<file path="src/rtl/i2s_rx.sv">
// Standard-I2S slave receiver: oversamples BCLK/LRCLK/DIN in the MCLK domain and
// deserialises MSB-first slots into a left/right word pair with a one-cycle strobe.
module i2s_rx #(
  parameter int DATA_W      = 16,
  parameter int SYNC_STAGES = 2
) (
  input  logic              MCLK,
  input  logic              MRST,
  input  logic              BCLK,
  input  logic              LRCLK,
  input  logic              DIN,
  output logic [DATA_W-1:0] DOUT_L,
  output logic [DATA_W-1:0] DOUT_R,
  output logic              VALID,
  output logic              FRAME_ERR,
  output logic [1:0]        fsm_state
);

  localparam int CNT_W = $clog2(DATA_W + 1) + 1;
  localparam logic [CNT_W-1:0] CNT_MAX  = CNT_W'(DATA_W + 1);
  localparam logic [CNT_W-1:0] CNT_FULL = CNT_W'(DATA_W);
  localparam logic [CNT_W-1:0] CNT_LAST = CNT_W'(DATA_W - 1);

  typedef enum logic [1:0] {HUNT = 2'd0, CAPTURE = 2'd1, WAIT = 2'd2} state_t;

  state_t                   state, state_nxt;
  logic [1:0]               rst_pipe;
  logic                     rst_n;
  logic [SYNC_STAGES-1:0]   bclk_sync, lr_sync, din_sync;
  logic                     bclk_s, lr_s, din_s, bclk_d, lr_prev;
  logic [CNT_W-1:0]         cnt;
  logic [DATA_W-1:0]        shreg, left_hold, word;
  logic                     left_ok;
  logic                     rise, slot_start, shift_en, word_done, short_slot;

  // Reset asserts asynchronously but releases on an MCLK edge.
  always_ff @(posedge MCLK or negedge MRST) begin
    if (!MRST) rst_pipe <= 2'b00;
    else       rst_pipe <= {rst_pipe[0], 1'b1};
  end
  assign rst_n = rst_pipe[1];

  always_ff @(posedge MCLK or negedge rst_n) begin
    if (!rst_n) begin
      bclk_sync <= '0;
      lr_sync   <= '0;
      din_sync  <= '0;
    end else begin
      bclk_sync <= {bclk_sync[SYNC_STAGES-2:0], BCLK};
      lr_sync   <= {lr_sync[SYNC_STAGES-2:0], LRCLK};
      din_sync  <= {din_sync[SYNC_STAGES-2:0], DIN};
    end
  end

  assign bclk_s = bclk_sync[SYNC_STAGES-1];
  assign lr_s   = lr_sync[SYNC_STAGES-1];
  assign din_s  = din_sync[SYNC_STAGES-1];

  // cnt counts data bits already shifted in the current slot; the slot-start
  // edge carries the one-bit delay and never shifts.
  assign rise       = bclk_s & ~bclk_d;
  assign slot_start = rise & (lr_s != lr_prev);
  assign shift_en   = rise & ~slot_start & (cnt < CNT_FULL);
  assign word_done  = shift_en & (state == CAPTURE) & (cnt == CNT_LAST);
  assign short_slot = slot_start & (state == CAPTURE) & (cnt < CNT_FULL);
  assign word       = {shreg[DATA_W-2:0], din_s};
  assign fsm_state  = state;

  always_comb begin
    state_nxt = state;
    case (state)
      HUNT:    if (slot_start) state_nxt = CAPTURE;
      CAPTURE: if (word_done)  state_nxt = WAIT;
      WAIT:    if (slot_start) state_nxt = CAPTURE;
      default: state_nxt = HUNT;
    endcase
  end

  // VALID is a one-MCLK strobe with no back-pressure: DOUT_L/DOUT_R change only
  // on the cycle VALID is high and hold until the next strobe.
  always_ff @(posedge MCLK or negedge rst_n) begin
    if (!rst_n) begin
      state     <= HUNT;
      bclk_d    <= 1'b0;
      lr_prev   <= 1'b0;
      cnt       <= '0;
      shreg     <= '0;
      left_hold <= '0;
      left_ok   <= 1'b0;
      DOUT_L    <= '0;
      DOUT_R    <= '0;
      VALID     <= 1'b0;
      FRAME_ERR <= 1'b0;
    end else begin
      state     <= state_nxt;
      bclk_d    <= bclk_s;
      VALID     <= 1'b0;
      FRAME_ERR <= short_slot;
      if (rise) lr_prev <= lr_s;
      if (slot_start)               cnt <= '0;
      else if (rise && cnt != CNT_MAX) cnt <= cnt + CNT_W'(1);
      if (shift_en) shreg <= word;
      if (short_slot) left_ok <= 1'b0;
      if (word_done) begin
        if (!lr_s) begin
          left_hold <= word;
          left_ok   <= 1'b1;
        end else if (left_ok) begin
          DOUT_L  <= left_hold;
          DOUT_R  <= word;
          VALID   <= 1'b1;
          left_ok <= 1'b0;
        end
      end
    end
  end

endmodule
</file>
<file path="config.mk">
export PLATFORM = sky130hd
export DESIGN_NAME = i2s_rx
export DESIGN_NICKNAME = d
export VERILOG_FILES = /design/src/rtl/i2s_rx.sv
export SDC_FILE = /design/constraint.sdc
export NUM_CORES = 1
export LEC_CHECK = 0
export ABC_AREA = 1
export BUFFER_PORTS_ARGS = -buffer_cell sky130_fd_sc_hd__buf_4
export CAP_MARGIN = 20
export CORE_UTILIZATION = 62
export CTS_BUF_LIST = sky130_fd_sc_hd__clkbuf_16
export DETAILED_ROUTE_END_ITERATION = 12
export HOLD_SLACK_MARGIN = 0.02
export PLACE_DENSITY = 0.86
export SLEW_MARGIN = 30
export SYNTH_ARGS = -nofsm -noshare
export SYNTH_HDL_FRONTEND = slang
export SYNTH_SLANG_ARGS = --single-unit
</file>
<file path="constraint.sdc">
create_clock -name MCLK -period 5.05 [get_ports MCLK]
set_input_delay 0.505 -clock MCLK [delete_from_list [all_inputs] [get_ports MCLK]]
set_output_delay 0.505 -clock MCLK [all_outputs]
set_load 0.01 [all_outputs]
</file>
Word level (Yosys, flattened, before mapping). Cells that the tools add are included.

Divide/modulo/power cells: 0. Bitwise operators: 11. Order comparisons: 1. Shifts and indexed selects: 0. Eq/ne operators: 7. $add $sub $neg: 1. Muxes and demuxes: 12. Multiply operators: 0. Reductions and logical operators: 7.

Operator list (number): 6-bit 2-to-1 mux (2); 1-bit AND (8); 1-bit 2-to-1 mux (7); 6-bit by 1-bit adder with 6-bit output, second input constant (1); 6-bit by 4-bit == test with 1-bit output, second input constant (1); 6-bit by 5-bit < comparator with 1-bit output, second input constant (1); 6-bit by 5-bit != test with 1-bit output, second input constant (1); 2-bit 2-to-1 mux (2); 2-bit case mux with 2 select lines (1); 2-bit AND reduction (2); 1-bit inverter (3); 3-bit AND reduction (1); 2-bit by 1-bit == test with 1-bit output, second input constant (1); 2-bit == test, second input constant (1); 2-bit zero test (1); 2-bit by 1-bit != test with 1-bit output, second input constant (1); 2-bit != test, second input constant (1); 2-bit nonzero test (1); 2-bit OR reduction (1); 1-bit logical AND (1); 1-bit != test (1).

ROM bits: 0. Memories: 0. Bits in latches: 0. Register bits: 84. Output and inout bits: 36. Input port bits: 5. Memory bits (writable): 0. Logic and storage cells: 54.

Depth between registers and ports, before layout. Gate-level depths: netlist of run 1.

Word-level depth: 10. Depth in mapped cells: 9. Depth with buffers taken out: 8.

Least setup slack after synthesis of run 1. No wires, ideal clock.

Path kind: register to register. From: reg cnt[0]. To: reg left_hold[10]. Arrival time: 1.302 ns. Path buffers: 2. Required time: 4.933 ns. Clock period less this slack: 1.419 ns. Cell stages (with the launch flop): 9. Library setup time: 0.117 ns. Slack: 3.631 ns. Cell sequence: dfrtp_1 -> ha_1 -> nand3_2 -> nor2b_2 -> buf_6 -> nand3_4 -> buf_2 -> nand2_1 -> nand2_1.

Longest elaborated chain between the ends: 5. Elaborated cells between the ends (all ways): 6. Those cells by class: order compare: 1; eq/ne: 1; bitwise: 3; reduce/logical: 1.

Ends and longest elaborated chain: from (decl) (line 31) `logic [CNT_W-1:0] cnt;`; from (signal assigned) (line 101) `else if (rise && cnt != CNT_MAX) cnt <= cnt + CNT_W'(1);`; 6-bit by 5-bit < comparator with 1-bit output (line 63) `assign shift_en = rise & ~slot_start & (cnt < CNT_FULL);`; 1-bit AND (line 63); 1-bit AND (line 64) `assign word_done = shift_en & (state == CAPTURE) & (cnt == CNT_LAST);`; 1-bit AND (*) (line 64); 2-bit AND reduction (no source line) (*); to (signal assigned) (line 106) `left_hold <= word;`; to (decl) (line 32) `logic [DATA_W-1:0] shreg, left_hold, word;`.

Every way passes the cells marked *; elsewhere a longest branch is shown, timed or not. A chain may end at the register's enable or synchronous reset.

Worst setup path in the final report of run 1.
From: reg bclk_d. To: reg DOUT_R[11].

Longest elaborated chain between the ends: 9.

Ends and longest elaborated chain: from (decl) (line 30) `logic bclk_s, lr_s, din_s, bclk_d, lr_prev;`; from (signal assigned) (line 96) `bclk_d <= bclk_s;`; 1-bit inverter (*) (line 61) `assign rise = bclk_s & ~bclk_d;`; 1-bit AND (*) (line 61); 1-bit AND (line 62) `assign slot_start = rise & (lr_s != lr_prev);`; 1-bit inverter (line 63); 1-bit AND (*) (2 in series) (line 63); 1-bit AND (*) (2 in series) (line 64); 3-bit AND reduction (no source line) (*); to (signal assigned) (line 110) `DOUT_R <= word;`; to (decl) (line 13) `output logic [DATA_W-1:0] DOUT_R,`.

Marked as above.

==> results of run 1 <==
## final cells by class
class	instances	area, um^2
clock buffer	9	225
clock inverter	7	116
fill	382	1340
inverter	19	71.3
multi-input combinational	247	1170
sequential	84	2110
tap	72	90.1
timing repair buffer	44	345
## power breakdown
| group | internal (mW) | leakage, nW | switching [mW] |
|---|---|---|---|
| Sequential | 0.714 | 1.14 | 0.0521 |
| Combinational | 0.0376 | 1.02 | 0.0629 |
| Clock | 0.482 | 0.171 | 0.260 |
| Total | 1.23 | 2.33 | 0.375 |
## metal layers
metal | up-vias | share of wire | global-route usage
met5 | - | 0 | 0
met4 | 0 | 0.025 | 0.140
met3 | 19 | 0.052 | 0.0452
met2 | 72 | 0.51 | 0.403
met1 | 1292 | 0.42 | 0.340
li1 | 1278 | - | -
## state kept, by name, summed over array words and instances, names as in the netlist, 2 cells and up
register   cells
left_hold     16
DOUT_R        16
lr_sync        2
bclk_sync      2
cnt            6
shreg         15
fsm_state      2
DOUT_L        16
rst_pipe       2
din_sync       2
## stage by stage
stage	setup slack (ns)	cells	hold WS (ns)
floorplan	2.54	372	0.209
global placement	2.88	464	0.287
detailed placement	2.78	465	0.291
CTS	2.71	482	0.268
global route	2.44	482	0.272
finish	2.72	482	0.272
## worst max-delay path by stage
stage / to / slack [ns] / depth (start not counted)
after floorplan: DOUT_L[0] / 2.54 / 0
after global placement: DOUT_L[12] / 2.88 / 8
after detailed placement: DOUT_R[9] / 2.78 / 7
after CTS: DOUT_R[11] / 2.71 / 8
after global routing: DOUT_R[7] / 2.44 / 8
final: DOUT_R[11] / 2.72 / 8
## kinds of logic (layout without fill, tap and decap cells)
| group | count (synthesis) | after routing | share of synthesized area |
|---|---|---|---|
| buffers and inverters | 41 | 79 | 0.0694 |
| AO/OA/AOI/OAI | 5 | 5 | 0.00712 |
| AND/OR/NAND/NOR | 236 | 236 | 0.310 |
| other | 1 | 1 | 0.00107 |
| adder cells (fa/ha/maj) | 2 | 2 | 0.00712 |
| XOR/XNOR | 3 | 3 | 0.00747 |
| flip-flops | 84 | 84 | 0.598 |
## layout by cell type (no fill, tap or decap), types with 3 or more instances in the layout
cell type | Yosys | routed
nand2_1 | 161 | 161
dfrtp_1 | 84 | 83
nand4_1 | 49 | 49
buf_4 | 0 | 42
inv_1 | 15 | 16
nand3_1 | 10 | 10
clkbuf_16 | 0 | 9
nor2_1 | 6 | 6
inv_2 | 4 | 4
o21ai_0 | 4 | 4
nand2_2 | 3 | 3
bufinv_16 | 0 | 3
## repair_timing
action	in CTS	in global routing
setup buffers	0	0
gates resized for setup	0	0
hold buffers	1	0
endpoints found under the hold margin	2	0
## synth_stat cells
cell	instances	area share
buf_2	9	0.013
buf_6	9	0.029
buf_8	1	0.0043
clkbuf_1	3	0.0032
conb_1	1	0.0011
dfrtp_1	84	0.60
ha_1	2	0.0071
inv_1	15	0.016
inv_2	4	0.0043
nand2_1	161	0.17
nand2_2	3	0.0053
nand3_1	10	0.014
nand3_2	1	0.0028
nand3_4	2	0.010
nand3b_1	1	0.0021
nand4_1	49	0.087
nor2_1	6	0.0064
nor2_2	1	0.0018
nor2_8	1	0.0057
nor2b_2	1	0.0025
o21ai_0	4	0.0057
o21ai_1	1	0.0014
xnor2_1	1	0.0025
xor2_1	2	0.0050
==> run_results.csv, run 1 <==
group,metric,value,unit
worst_setup_path,cpMostUsedCell,"nand2_1",
timing,setup_viol,0,
timing,period_minus_slack,2.33,ns
global_route,grt_antenna_before_repair,0,
worst_hold_path,hold-path-endpoint,"din_sync[0]",
clocking,ctsHtreeMaxLevel,3,
yosys,yosysWarningCount,0,
power_and_ir_drop,total_power,1.61,mW
worst_setup_path,worstPathCellList,"inv_1 > nand2_1 > inv_1 > nand2_1 > nor2_8 > nand3_4 > nand2_1 > nand2_1",
yosys,syn_inst,372,
global_route,grt_pass1_vias,2510,
final_layout,final_nets,412,
worst_setup_path,cp_slowest_stage_delay,0.63,ns
global_route,grt_pass1_wl,11.6,mm
worst_hold_path,hold_path_depth,1,
worst_setup_path,r2r-end,"DOUT_R[11]",
yosys,syn_nets,379,
power_and_ir_drop,p_per_area,390,mW/mm^2
drt,postRouteAntennaNets,0,
floorplan,core_area,0.00547,mm^2
worst_hold_path,hold_path_startpoint,"DIN",
clocking,clk_latency,0.34,ns
floorplan,start_util,0.642,
placed_design,place_area,0.00378,mm^2
final_layout,final_util,0.754,
worst_setup_path,cp.required,5.27,ns
placed_design,dp.final_hpwl,4.28,mm
worst_setup_path,worst_setup_path_start_kind,"flop",
worst_setup_path,cp-end-kind,"flop",
clocking,clockBufferDepth,2,
clocking,root_buffer,"clkbuf_16",
worst_setup_path,arrival,2.55,ns
floorplan,dieHeight,77.3,um
drt,vias,2661,
worst_setup_path,crit_buf_inv,2,
timing,rsz0062_at_grt,"no",
floorplan,io_pins,41,
final_layout,antenna_cells,0,
yosys,ys_types,24,
placed_design,finalWeightedCongestion,0.840,
global_route,grt_usage,0.256,
yosys,syn_area,0.00352,mm^2
timing,hold_violations,0,
timing,fin_skew,0.00816,ns
power_and_ir_drop,vdd_drop_max,0.255,mV
worst_setup_path,critPathLaunch,"bclk_d",
worst_setup_path,r2r_setup_slack,2.72,ns
yosys,avgSynthCellArea,9.45,um^2
drt,via_per_inst,5.52,
final_layout,drive_gt1_frac,0.176,
run,maxCapViolations,0,
floorplan,die_w,77.3,um
timing,tightest_slew,0.809,ns
timing,setup-tns-final,0,ns
timing,maxSlewViolCount,0,
drt,drt_iter0_markers,289,
clocking,cts_tree,"yes",
clocking,cts_buffers,9,
yosys,ys_ff_latch,84,
drt,drt-pass1-iter-count,4,
timing,finalCritPeriodShare,0.461,
global_route,grt_max_degree,68,
worst_setup_path,worst_r2r_path_depth,8,
timing,slew_headroom,0.461,
clocking,cts.sinks,84,
worst_setup_path,rr_startpoint,"bclk_d",
drt,drc,0,
placed_design,io_buffers,40,
final_layout,synthToLayoutAreaGrowth,17.4,%
drt,routed_wirelength,6.96,mm
final_layout,design_area,0.00413,mm^2
power_and_ir_drop,p_leak,2.33,nW
clocking,path_clk_slew,0.06,ns
worst_hold_path,hold_path.class,"primary input to flop",
floorplan,num_rows,27,
yosys,ys_seq_area_frac,0.598,
status,outcome,"completed",
floorplan,dieArea,0.00598,mm^2
worst_setup_path,cp_top_family,"simple AND/OR/NAND/NOR gates",
timing,max_freq,430,MHz
global_route,overflow,0,
drt,avgRoutedWirePerCell,14.4,um
worst_setup_path,setup.worst_path.class,"flop to flop",
worst_setup_path,critPathSlowestCell,"nor2_8",
worst_setup_path,cp_max_fo,67,
Note: power is estimated with default switching activity, not from simulation.
==> run 2, diff against run 1 <==
--- a/config.mk
+++ b/config.mk
@@ -8,11 +8,11 @@
 export ABC_AREA = 1
 export BUFFER_PORTS_ARGS = -buffer_cell sky130_fd_sc_hd__buf_4
 export CAP_MARGIN = 20
-export CORE_UTILIZATION = 62
+export CORE_UTILIZATION = 57
 export CTS_BUF_LIST = sky130_fd_sc_hd__clkbuf_16
 export DETAILED_ROUTE_END_ITERATION = 12
 export HOLD_SLACK_MARGIN = 0.02
-export PLACE_DENSITY = 0.86
+export PLACE_DENSITY = 0.8
 export SLEW_MARGIN = 30
 export SYNTH_ARGS = -nofsm -noshare
 export SYNTH_HDL_FRONTEND = slang
==> constraint.sdc (replaced) <==
create_clock -name MCLK -period 2.2 [get_ports MCLK]
set_input_delay 0.22 -clock MCLK [delete_from_list [all_inputs] [get_ports MCLK]]
set_output_delay 0.22 -clock MCLK [all_outputs]
set_load 0.01 [all_outputs]
==> run_results.csv, run 2 (synthesis gave the netlist of run 1 again) <==
group,metric,value,unit
status,outcome,"completed",
clocking,clk_latency,0.33,ns
timing,finalCritPeriodShare,0.873,
timing,rsz0062_at_grt,"no",
drt,avgRoutedWirePerCell,13.9,um
final_layout,synthToLayoutAreaGrowth,17.2,%
drt,drt_iter0_markers,315,
global_route,grt_pass1_vias,2439,
power_and_ir_drop,comb_power_share,0.069,
clocking,clockBufferDepth,2,
worst_setup_path,worstPathCellList,"ha_1 > nand3_2 > nor2b_4 > buf_4 > nand4_1 > nand2_1",
floorplan,dieArea,0.00649,mm^2
drt,dr_wl_met3,300,um
final_layout,design_area,0.00412,mm^2
final_layout,drive_gt1_frac,0.171,
global_route,grt_pass1_wl,11.3,mm
timing,period_minus_slack,1.92,ns
clocking,root_buffer,"clkbuf_16",
drt,routed_wirelength,6.82,mm
drt,vias,2637,
clocking,cts.sinks,84,
global_route,grt_usage,0.234,
final_layout,reg.largest.list,"DOUT_L x16, DOUT_R x16, left_hold x16",
drt,drt-met1-wl,2.95,mm
final_layout,nFillCells,438,
power_and_ir_drop,p_seq_frac,0.513,
clocking,postCtsSetupBuffers,0,
floorplan,num_rows,28,
worst_setup_path,arrival,2.18,ns
placed_design,io_buffers,40,
final_layout,seq_area,0.00211,mm^2
timing,max_freq,521,MHz
power_and_ir_drop,netSwitchingPower,840,uW
drt,drc,0,
run,maxCapViolations,0,
placed_design,dpl.cell_count,470,
timing,setup-tns-final,0,ns
power_and_ir_drop,p_int,2.59,mW
floorplan,core_area,0.00592,mm^2
worst_setup_path,cp_max_fo,46,
placed_design,finalWeightedCongestion,0.803,
floorplan,start_util,0.594,
final_layout,multi_input_area,0.00117,mm^2
placed_design,preCtsSetupSlack,0.353,ns
final_layout,antenna_cells,0,
worst_setup_path,cp.required,2.46,ns
worst_setup_path,critPathSlowestCell,"buf_4",
timing,fin_skew,0.00648,ns
clocking,cts_tree,"yes",
power_and_ir_drop,p_leak,2.32,nW
drt,via_per_inst,5.38,
floorplan,die_w,80.5,um
timing,fin_ws,0.280,ns
final_layout,final_cell_mix,"161 x nand2_1, 83 x dfrtp_1, 49 x nand4_1",
worst_setup_path,cp_slowest_stage_delay,0.44,ns
final_layout,fin_cells,490,
placed_design,dp.final_hpwl,4.31,mm
global_route,grt_max_degree,52,
drt,drt-pass1-iter-count,4,
power_and_ir_drop,vdd_drop_max,0.552,mV
clocking,cts_buffers,9,
floorplan,io_pins,41,
drt,postRouteAntennaNets,0,
timing,setup_viol,0,
final_layout,layout_commonest_cell,"nand2_1",
drt,wl_met2,3.44,mm
clocking,ctsHtreeMaxLevel,3,
power_and_ir_drop,p_per_area,833,mW/mm^2
power_and_ir_drop,p_clk_frac,0.418,
power_and_ir_drop,p_sw_frac,0.245,
timing,slew_headroom,0.657,
global_route,grt_antenna_before_repair,0,
final_layout,final_util,0.696,
global_route,overflow,0,
placed_design,place_area,0.00380,mm^2
timing,hold_violations,0,
timing,maxSlewViolCount,0,
floorplan,dieHeight,80.5,um
power_and_ir_drop,total_power,3.44,mW
timing,fin_hold_ws,0.208,ns
timing,tightest_slew,0.514,ns
drt,top_layer_used,"met4",
worst_setup_path,setup.worst_path.class,"flop to flop",
worst_setup_path,cp-end-kind,"flop",
worst_hold_path,hold_path.class,"primary input to asynchronous set/reset pin",
worst_setup_path,worst_setup_path_start_kind,"flop",
final_layout,final_nets,417,
clocking,path_clk_slew,0.06,ns
run 2: cell types whose count changed in the layout (fill, tap and decap cells not counted):
cell	previous run	this run
dlygate4sd3_1	1	4
clkinv_1	0	2
clkinvlp_4	0	2
inv_1	16	17
clkinv_4	2	0
bufinv_16	3	1
clkinv_2	1	0
buf_4	42	44
run 2: worst paths after layout:
| kind | startpoint | endpoint | slack [ns] | cells after the start |
|---|---|---|---|---|
| worst min-delay path | MRST | rst_pipe[1] | 0.21 | 2 |
| min in group MCLK | din_sync[0] | din_sync[1] | 0.35 | 0 |
| worst max-delay path | cnt[1] | DOUT_R[4] | 0.28 | 6 |
| max in group asynchronous | rst_pipe[1] | DOUT_R[10] | 1.31 | 1 |
| worst max register to register | cnt[1] | DOUT_R[4] | 0.28 | 6 |
| worst min register to register | rst_pipe[1] | shreg[0] | 0.27 | 0 |
run 2: worst max-delay path, delay by kind of cell, from the launching register on:
kind	cells	cell delay, ns
adders and majority gates	1	0.24
DFF	1	0.41
buffers and inverters	1	0.44
and+or+nand+nor	4	0.73
run 2: power groups by stage:
stage / Sequential (mW) / Clock (mW) / Combinational [mW]
finish: 1.76 / 1.44 / 0.237
global route: 1.78 / 1.52 / 0.273
CTS: 1.76 / 1.46 / 0.241
detailed placement: 1.79 / 0 / 0.234
global placement: 1.78 / 0 / 0.222
floorplan: 1.77 / 0 / 0.173
run 2: layer usage:
layer	GRT usage	vias up
li1	-	1290
met1	0.305	1265
met2	0.367	69
met3	0.0534	13
met4	0.116	0
met5	0	-
run 2: cell type report:
type                       instances  area share
sequential                        84       0.511
multi-input combinational        247       0.285
timing repair buffer              49      0.0947
clock buffer                       9      0.0546
tap                               75      0.0228
inverter                          19      0.0173
clock inverter                     7      0.0146
run 2: timing repair:
action | 4_1_cts | 5_1_grt
endpoints found under the setup margin | 0 | 0
hold buffers | 4 | 0
endpoints found under the hold margin | 5 | 0
gates resized for setup | 0 | 0
